**config.mk**
```make
export PLATFORM = sky130hd
export DESIGN_NAME = ripple_count_capture
export DESIGN_NICKNAME = d
export VERILOG_FILES = /design/src/rtl/ripple_cap_pkg.sv /design/src/rtl/sync_2ff.sv /design/src/rtl/ripple_count_capture.sv
export SDC_FILE = /design/constraint.sdc
export NUM_CORES = 1
export LEC_CHECK = 0
export ABC_AREA = 1
export BUFFER_PORTS_ARGS = -buffer_cell sky130_fd_sc_hd__buf_4
export CAP_MARGIN = 20
export CORE_MARGIN = 4
export CORE_UTILIZATION = 32
export DETAILED_ROUTE_END_ITERATION = 7
export GPL_TIMING_DRIVEN = 0
export PLACE_DENSITY_LB_ADDON = 0.2
export SYNTH_ARGS = -nofsm -noshare
export SYNTH_HDL_FRONTEND = slang
export SYNTH_SLANG_ARGS = --single-unit
```
**constraint.sdc**
```tcl
create_clock -name clk -period 1.34 [get_ports clk]
set_input_delay 0.134 -clock clk [delete_from_list [all_inputs] [get_ports clk]]
set_output_delay 0.134 -clock clk [all_outputs]
set_load 0.1 [all_outputs]
```
**src/rtl/ripple_cap_pkg.sv**
```systemverilog
// ----------------------------------------------------------------------------
// ripple_cap_pkg
// Shared definitions for the ripple counter capture block:
//   - default WIDTH / STABLE_CYCLES / EXT_WIDTH values
//   - capture FSM state encoding (ST_IDLE = 1'b0, ST_HOLD = 1'b1)
//   - clog2 helper used to size the stability counter
// ----------------------------------------------------------------------------
package ripple_cap_pkg;

    localparam int DEF_WIDTH         = 4;
    localparam int DEF_STABLE_CYCLES = 3;
    localparam int DEF_EXT_WIDTH     = 4;

    typedef enum logic {
        ST_IDLE = 1'b0,
        ST_HOLD = 1'b1
    } state_e;

    // Ceiling log2; clog2(1) = 0, clog2(3) = 2.
    function automatic int clog2(input int value);
        int result;
        int v;
        result = 0;
        v      = value - 1;
        while (v > 0) begin
            result = result + 1;
            v      = v >> 1;
        end
        return result;
    endfunction

endpackage

```
**src/rtl/sync_2ff.sv**
```systemverilog
// ----------------------------------------------------------------------------
// sync_2ff
// Two-flop synchronizer, one independent chain per bit. No attempt is made
// to keep the bus coherent; the consumer is expected to filter mixed values.
// Ports:
//   clk_i     system clock, rising edge
//   reset_ni  asynchronous, active-low reset (clears both stages)
//   d_i       asynchronous input bus
//   q_o       synchronized bus (2 clk edges of latency)
// ----------------------------------------------------------------------------
module sync_2ff #(
    parameter int WIDTH = 4
) (
    input  logic             clk_i,
    input  logic             reset_ni,
    input  logic [WIDTH-1:0] d_i,
    output logic [WIDTH-1:0] q_o
);

    logic [WIDTH-1:0] meta_q;
    logic [WIDTH-1:0] sync_q;

    always_ff @(posedge clk_i or negedge reset_ni) begin
        if (!reset_ni) begin
            meta_q <= '0;
            sync_q <= '0;
        end else begin
            meta_q <= d_i;
            sync_q <= meta_q;
        end
    end

    assign q_o = sync_q;

endmodule

```
**src/rtl/ripple_count_capture.sv**
```systemverilog
// ----------------------------------------------------------------------------
// ripple_count_capture
// Brings the bits of an asynchronous ripple counter into the clk domain,
// rejects transient ripple/metastability values with a stability filter,
// presents every settled count once on a valid/ready interface and pulses
// `wrap` when the count goes backwards (15 -> 0 style wrap).
//
// Optional feature macro: RIPPLE_CAP_EXT_EN
//   defined     : an EXT_WIDTH-bit extension counter increments on every wrap
//                 and forms out_count[EXT_WIDTH+WIDTH-1:WIDTH].
//   not defined : upper field of out_count is tied to zero.
//
// Ports:
//   clk        system clock, rising edge
//   reset      asynchronous, active-low
//   cnt_in     raw ripple counter bits (asynchronous to clk)
//   out_ready  consumer takes out_count when high together with out_valid
//   out_valid  out_count holds an unconsumed settled value
//   out_count  {ext, count}
//   wrap       1-cycle pulse: accepted value < previously accepted value
//   overrun    1-cycle pulse: a pending value was replaced before transfer
// ----------------------------------------------------------------------------
module ripple_count_capture
    import ripple_cap_pkg::*;
#(
    parameter int WIDTH         = DEF_WIDTH,
    parameter int STABLE_CYCLES = DEF_STABLE_CYCLES,
    parameter int EXT_WIDTH     = DEF_EXT_WIDTH
) (
    input  logic                       clk,
    input  logic                       reset,
    input  logic [WIDTH-1:0]           cnt_in,
    input  logic                       out_ready,
    output logic                       out_valid,
    output logic [EXT_WIDTH+WIDTH-1:0] out_count,
    output logic                       wrap,
    output logic                       overrun
);

    localparam int STAB_CLOG = clog2(STABLE_CYCLES);
    localparam int STAB_W    = (STAB_CLOG < 1) ? 1 : STAB_CLOG;
    localparam logic [STAB_W-1:0] STAB_MAX = STAB_W'(STABLE_CYCLES - 1);

    logic [WIDTH-1:0]  s;
    logic [WIDTH-1:0]  s_prev_q;
    logic [STAB_W-1:0] stab_q;
    logic [STAB_W-1:0] stab_d;
    logic [WIDTH-1:0]  last_acc_q;
    logic [WIDTH-1:0]  count_q;
    logic              wrap_q;
    logic              overrun_q;
    state_e            state_q;

    logic stable;
    logic accept;
    logic is_wrap;

    sync_2ff #(
        .WIDTH (WIDTH)
    ) u_sync (
        .clk_i    (clk),
        .reset_ni (reset),
        .d_i      (cnt_in),
        .q_o      (s)
    );

    // Any change of the synchronized value restarts the stability count.
    always_comb begin
        stab_d = stab_q;
        if (s != s_prev_q) begin
            stab_d = '0;
        end else if (stab_q != STAB_MAX) begin
            stab_d = stab_q + 1'b1;
        end
    end

    assign stable  = (stab_q == STAB_MAX) && (s == s_prev_q);
    // Comparing against last_acc makes each settled value accepted only once.
    assign accept  = stable && (s != last_acc_q);
    assign is_wrap = (s < last_acc_q);

    always_ff @(posedge clk or negedge reset) begin
        if (!reset) begin
            s_prev_q   <= '0;
            stab_q     <= '0;
            last_acc_q <= '0;
            count_q    <= '0;
            wrap_q     <= 1'b0;
            overrun_q  <= 1'b0;
            state_q    <= ST_IDLE;
        end else begin
            s_prev_q  <= s;
            stab_q    <= stab_d;
            wrap_q    <= 1'b0;
            overrun_q <= 1'b0;

            case (state_q)
                ST_IDLE: if (accept) state_q <= ST_HOLD;
                // A transfer coinciding with a new accept keeps us in HOLD.
                ST_HOLD: if (out_ready && !accept) state_q <= ST_IDLE;
                default: state_q <= ST_IDLE;
            endcase

            if (accept) begin
                last_acc_q <= s;
                count_q    <= s;
                wrap_q     <= is_wrap;
                // Latest value wins; only an untaken pending value is an overrun.
                overrun_q  <= (state_q == ST_HOLD) && !out_ready;
            end
        end
    end

`ifdef RIPPLE_CAP_EXT_EN
    logic [EXT_WIDTH-1:0] ext_q;

    // Updates on the same edge as the wrapping value so both appear together.
    always_ff @(posedge clk or negedge reset) begin
        if (!reset) begin
            ext_q <= '0;
        end else if (accept && is_wrap) begin
            ext_q <= ext_q + 1'b1;
        end
    end

    assign out_count = {ext_q, count_q};
`else
    assign out_count = {{EXT_WIDTH{1'b0}}, count_q};
`endif

    assign out_valid = (state_q == ST_HOLD);
    assign wrap      = wrap_q;
    assign overrun   = overrun_q;

endmodule

```
== After elaboration in Yosys (flattened, before gate mapping) ==
Cells that the tools add are included.

* Add/sub/neg operators: 1
* Order comparisons: 1
* Eq/ne operators: 5
* Muxes and demuxes: 7
* Bitwise gates (word level): 1
* Reduce and logical (&&, ||, !) cells: 7

{| class="wikitable"
|+ Operators by type and width
! operator !! number
|-
| != test 4 bit || 2
|-
| == test 4 bit || 1
|-
| logical AND 1 bit || 4
|-
| less-than comparator 4 bit || 1
|-
| two-way mux 1 bit || 4
|-
| two-way mux 2 bit || 2
|-
| adder 2 x 1 -> 2 bit (second input constant) || 1
|-
| == test 2 bit (second input constant) || 1
|-
| logical NOT 1 bit || 2
|-
| != test 2 bit (second input constant) || 1
|-
| one-hot mux 1 bit (2 select lines) || 1
|-
| nonzero test 2 bit || 1
|-
| NOT 1 bit || 1
|}

* Register bits: 21
* Input bits: 7
* Output and inout bits: 11
* Logic and storage cells: 30

== Longest topological paths before layout ==
Gate-level depths: netlist of the first run.

* Depth in word-level cells: 7
* Mapped depth: 8
* Depth with buffers taken out: 8

== Modules after synthesis ==
From an unflattened synthesis of the first run, not the netlist that was laid out.

* Cells, all modules: 91
* Area, all modules: 937.1 um2

{| class="wikitable"
|+ By module, submodules not included
! module !! times used !! cells an instance !! area an instance (um2) !! seq. area each (um2)
|-
| ripple_count_capture || 1 || 83 || 737.0 || 325.3
|-
| sync_2ff || 1 || 8 || 200.2 || 200.2
|}

== Least setup slack after synthesis of the first run ==
OpenSTA, ideal clock, no wires.

* Path kind: register -> register
* Start point: register, netlist name count_q[3]
* End point: register count_q[0]
* Setup time: 122 ps
* Arrival: 1893 ps
* Data required time: 1218 ps
* Slack: -675 ps
* Stages on the path, launching flop included: 9
* Buffers on the path: 0
* Clock period less this slack: 2015 ps
* Cells stage by stage: dfrtp_1 > inv_1 > ha_1 > nand2_1 > nor2_1 > nor2_2 > nand3_4 > nand2_1 > nand2_1

{| class="wikitable"
|+ RTL lines
! what !! RTL line !! source
|-
| to (signal assigned) || ripple_count_capture.sv:106 || <nowiki>count_q <= s;</nowiki>
|-
| to (decl) || ripple_count_capture.sv:49 || <nowiki>logic [WIDTH-1:0] count_q;</nowiki>
|}

==> results.tsv, run 1 <==
metric	value	unit
Starting Density	35.0	%
Placed Instances	137	
Final Cycle Share	104	%
Hold Path Class	primary input to flop	
CP Launch Point	count_q[3]	
Reg-to-Reg Start	count_q[3]	
vias in the first global route	681	
Final nets	134	
antenna-violating nets left	0	
I/O pins	18	
gpl congestion	0.722	
RSZ-0062 raised after global routing	yes	
latest clock arrival within the worst-skew pair	0.31	ns
total grt overflow	0	
ys flop type	dfrtp_1	
delay-heaviest family, CP	simple AND/OR/NAND/NOR gates	
CP startpoint kind	flop	
H-tree depth	1	
pwr/cell area	987	nW/um^2
Synth Cell Area	900	um^2
Post-Layout Cell Count	151	
largest area contributor in the netlist	dfrtp_1	
share of cells above drive strength 1	40.5	%
average size of a mapped cell	9.89	um^2
Row Count	18	
Detailed Routing Iterations Pass 1	4	
number of synthesized flops with an enable pin	0	
violated checks	setup timing	
Clock Path Buffers	2	
WL final	1560	um
post-synth top area share	58.4	%
worst endpoint required time	1.56	ns
highest-delay cell along the critical path	dfrtp_4	
initial antenna violation count	0	
leak pwr	0.635	nW
worst path bufs/invs	1	
Clock Tree Root	clkbuf_4	
post-detail-place hpwl	1150	um
Yosys warnings	0	
Residual DRC	0	
cells along the critical path	inv_4 > ha_4 > nand2_4 > nor2_4 > nor2_4 > nand3_4 > nand2_1 > nand2_1	
Layout Skew	0.00683	ns
clk sinks	21	
GRT Overall Usage	10.4	%
die height	61.0	um
flops & latches, synth	21	
area of placed instances	1120	um^2
outcome	complete, but fails checks	
vias per cell	4.51	
final hold viol count	0	
HP Start	out_ready	
crit path max fanout	7	
Syn-to-layout area delta	41.6	%
Peak VDD IR	0.709	mV
Slowest Stage Delay on Critical Path	0.51	ns
Final Max Slew Viols	0	
Buffers on Ports	13	
first-pass GRT wire length	2840	um
Setup CP Type	flop to flop	
largest net degree at the start of global routing	22	
# fillers	255	
CP endpoint kind	flop	
async set-reset flop share out of synthesis	100	%
Distinct cells, synth	15	
CTS tree	yes	
Die Span X	61.0	um
Setup WS post-layout	-0.0557	ns
Placeable Area	2570	um^2
Design Area, Final	1270	um^2
Post-Syn Instances	91	
CP Data Arrival Time	1.62	ns
setup violators final	4	
TritonCTS Buffers	3	
antenna cell count	0	
die area	3720	um^2
Fmax	0.716	GHz
Synth area leaders	dfrtp_1, nand2_1, ha_1, inv_1, buf_4	
Final min period	1.40	ns
DR vias	681	
Hold WS	0.0589	ns
drt wl/cell	10.3	um
maximum capacitance violations	0	
total power of the final layout	1.26	mW
Post-synth top cells	nand2_1, dfrtp_1, inv_1	
most common cell in the netlist	nand2_1	
initial drt markers	4	
sequential element share of the synthesized area	58.4	%
Reg clk slew, reported paths	0.13	ns
==> routing by layer <==
metal	wire length (um)	track usage (%)	up-vias
li1	-	-	335
met1	693	13.3	324
met2	712	15.9	20
met3	140	4.82	2
met4	13	2.79	0
met5	0	0	-
==> what timing repair did <==
| action | 4_1_cts | 5_1_grt |
|---|---|---|
| hold buffers | 5 | 0 |
| endpoints found under the setup margin | 7 | 11 |
| hold endpoints to repair | 25 | 0 |
| buffers inserted | 4 | 1 |
| gates resized for setup | 2 | 7 |
| cloned | 0 | 0 |
| pin swaps | 3 | 1 |
==> final timing paths <==
kind / to / slack, ns / cells after the start
min in group asynchronous: count_q[0] / 0.22 / 2
worst max-delay path: count_q[2] / -0.06 / 8
max in group asynchronous: u_sync.q_o[2] / 0.89 / 2
worst min register to register: u_sync.q_o[0] / 0.36 / 0
worst max register to register: count_q[2] / -0.06 / 8
worst min-delay path: overrun / 0.06 / 4
==> cell type report <==
type	instances	area [um^2]	share of cell area, %
buffer	4	30.0	2.36
clock buffer	3	22.5	1.77
timing repair buffer	23	196	15.4
tap	30	37.5	2.95
sequential	21	542	42.5
inverter	15	58.8	4.62
clock inverter	1	7.51	0.589
multi-input combinational	54	379	29.8
==> state kept, by name, summed over array words and instances (netlist names) <==
name           flops
count_q            4
s_prev_q           4
u_sync.meta_q      4
u_sync.q_o         4
stab_q             2
out_valid          1
overrun            1
wrap               1
==> power breakdown <==
group | switching, mW | leakage [nW] | internal (mW) | total, mW
combinational | 0.164 | 0.365 | 0.0852 | 0.249
clock | 0.212 | 0.0139 | 0.114 | 0.326
sequential | 0.0209 | 0.256 | 0.662 | 0.683
==> cells by family after synthesis <==
group	count (synthesis)	share of synthesized area (%)
buffers and inverters	19	9.60
and+or+nand+nor	40	21.8
other	1	0.417
adders and majority gates	5	6.95
DFF	21	58.4
AOI/OAI and AO/OA	5	2.78
==> per-stage QoR <==
stage / setup slack, ns / TNS [ns] / util [%]
final: -0.0557 / -0.202 / 49.6
after global routing: -0.132 / -0.683 / 49.6
after CTS: -0.0585 / -0.220 / 48.4
after detailed placement: -0.0820 / -0.319 / 43.8
after global placement: -0.0504 / -0.196 / 43.8
after floorplan: -0.155 / -0.907 / -
==> worst min-delay path: cells and delay by family <==
| family | cells | cell delay (ns) |
|---|---|---|
| buffers and inverters | 2 | 0.10 |
| and+or+nand+nor | 2 | 0.11 |
==> layout by cell type, fill, tap and decap left out, types with 5 or more instances in the layout <==
| cell type | netlist | layout |
|---|---|---|
| dfrtp_1 | 21 | 16 |
| dlygate4sd3_1 | 0 | 5 |
| nand2_1 | 25 | 22 |
| inv_1 | 14 | 11 |
| buf_4 | 4 | 19 |
Power figures use the tool's default switching activity.
==> run 2: changes to the inputs <==
--- a/config.mk
+++ b/config.mk
@@ -12,6 +12,7 @@
 export CORE_UTILIZATION = 32
 export DETAILED_ROUTE_END_ITERATION = 7
 export GPL_TIMING_DRIVEN = 0
+export MAX_ROUTING_LAYER = met4
 export PLACE_DENSITY_LB_ADDON = 0.2
 export SYNTH_ARGS = -nofsm -noshare
 export SYNTH_HDL_FRONTEND = slang
==> results.tsv, run 2 (synthesis results as in run 1) <==
metric	value	unit	change
outcome	complete, but fails checks		
violated checks	setup timing		
Pint	0.861	mW	unchanged
Die Span X	61.0	um	unchanged
pwr/cell area	987	nW/um^2	about the same
antenna cell count	0		unchanged
Buffers on Ports	13		unchanged
vias per cell	4.50		-0.15%
Hold WS	0.0611	ns	+0.00226 ns
Starting Density	35.0	%	unchanged
maximum capacitance violations	0		unchanged
Syn-to-layout area delta	41.6	%	unchanged
worst endpoint required time	1.56	ns	about the same
die area	3720	um^2	unchanged
commonest non-fill, non-tap cell in the layout	nand2_1		
Net Sw Power	0.397	mW	about the same
antenna-violating nets left	0		unchanged
most frequent cells in the layout	nand2_1, buf_4, dfrtp_1, inv_1, dlygate4sd3_1		
DR vias	680		-0.15%
TritonCTS Buffers	3		unchanged
drt wl/cell	10.3	um	unchanged
Peak VDD IR	0.709	mV	about the same
I/O pins	18		unchanged
Hold Path Class	primary input to flop		
initial drt markers	4		unchanged
Reg clk slew, reported paths	0.13	ns	about the same
GRT Overall Usage	10.7	%	+0.33 points
footprint of the multi-input gates	379	um^2	unchanged
total grt overflow	0		unchanged
initial antenna violation count	0		unchanged
Final Max Slew Viols	0		unchanged
Row Count	18		unchanged
RSZ-0062 raised after global routing	yes		
leak pwr	0.635	nW	unchanged
Detailed Routing Iterations Pass 1	4		unchanged
CP Launch Point	count_q[3]		
clk sinks	21		unchanged
WL final	1560	um	unchanged
vias in the first global route	681		unchanged
CP startpoint kind	flop		
first-pass GRT wire length	2840	um	unchanged
Placeable Area	2570	um^2	unchanged
share of cells above drive strength 1	40.5	%	unchanged
Clock Tree Root	clkbuf_4		
HP Start	out_ready		
die height	61.0	um	unchanged
latest clock arrival within the worst-skew pair	0.31	ns	about the same
Comb pwr share	19.8	%	about the same
post-detail-place hpwl	1150	um	unchanged
crit path max fanout	7		unchanged
Flop pwr share	54.3	%	about the same
Residual DRC	0		unchanged
Post-Layout Cell Count	151		unchanged
H-tree depth	1		unchanged
Final nets	134		unchanged
Reg-to-Reg Start	count_q[3]		
Placed Instances	137		unchanged
final hold viol count	0		unchanged
Clock Path Buffers	2		unchanged
gpl congestion	0.730		+1.2%
Fmax	0.716	GHz	about the same
largest net degree at the start of global routing	22		unchanged
Sw Share	31.5	%	about the same
sequential cell area	542	um^2	unchanged
Final Cycle Share	104	%	about the same
Clock power frac	25.9	%	about the same
CTS tree	yes		
Setup WS post-layout	-0.0564	ns	-0.000669 ns
# fillers	255		unchanged
CP endpoint kind	flop		
Final min period	1.40	ns	+0.000669 ns
setup violators final	4		unchanged
CP Data Arrival Time	1.62	ns	about the same
Setup CP Type	flop to flop		
Layout Skew	0.00684	ns	+0.00000641 ns
## run 2: cell counts in the layout (fill, tap and decap cells not counted)
Identical to the previous run, type by type.
## run 2: worst max-delay path, cell delays in order, from the launching register on
cell and delay [ns]:
dfrtp_4 0.51, inv_4 0.06, ha_4 0.20, nand2_4 0.07, nor2_4 0.04, nor2_4 0.15
nand3_4 0.14, nand2_1 0.09, nand2_1 0.05
## run 2: worst paths after layout
path | endpoint | slack [ns] | cells past startpoint
worst max-delay path | count_q[2] | -0.06 | 8
max in group asynchronous | u_sync.q_o[2] | 0.89 | 2
worst min-delay path | overrun | 0.06 | 4
worst max register to register | count_q[2] | -0.06 | 8
worst min register to register | u_sync.q_o[0] | 0.36 | 0
min in group asynchronous | count_q[0] | 0.22 | 2
## run 2: area by class of cell
type | instances | area share (%)
Sequential cell | 21 | 42.5
Inverter | 15 | 4.62
Clock inverter | 1 | 0.589
Buffer | 4 | 2.36
Timing Repair Buffer | 23 | 15.4
Multi-Input combinational cell | 54 | 29.8
Tap cell | 30 | 2.95
Clock buffer | 3 | 1.77
## run 2: metal layers
| layer | vias up | part of all wire (%) | global-route usage [%] |
|---|---|---|---|
| met5 | - | 0 | - |
| met4 | 0 | 0.83 | 2.79 |
| met3 | 2 | 8.5 | 4.40 |
| met2 | 20 | 46 | 15.9 |
| met1 | 324 | 45 | 13.5 |
| li1 | 334 | - | - |
## run 2: power groups by stage
| stage | Combinational (mW) | Clock [mW] | Sequential, mW |
|---|---|---|---|
| finish | 0.249 | 0.326 | 0.683 |
| global route | 0.273 | 0.361 | 0.687 |
| CTS | 0.243 | 0.342 | 0.682 |
| detailed placement | 0.217 | 0 | 0.696 |
| global placement | 0.213 | 0 | 0.695 |
| floorplan | 0.132 | 0 | 0.729 |
## run 2: per-stage QoR
stage / instance area, um^2 / total power, mW / setup slack [ns] / utilization [%] / setup TNS, ns
global placement: 1120 / 0.908 / -0.0504 / 43.8 / -0.196
CTS: 1240 / 1.27 / -0.0585 / 48.4 / -0.220
floorplan: 988 / 0.861 / -0.155 / - / -0.907
detailed placement: 1120 / 0.914 / -0.0820 / 43.8 / -0.319
global route: 1270 / 1.32 / -0.132 / 49.6 / -0.683
finish: 1270 / 1.26 / -0.0564 / 49.6 / -0.205
## run 2: timing repair
action	in CTS	in global routing
resized for setup	2	7
pin swaps	3	1
hold endpoints to repair	25	0
hold buffers	5	0
buffers inserted	4	1
setup endpoints to repair	7	11
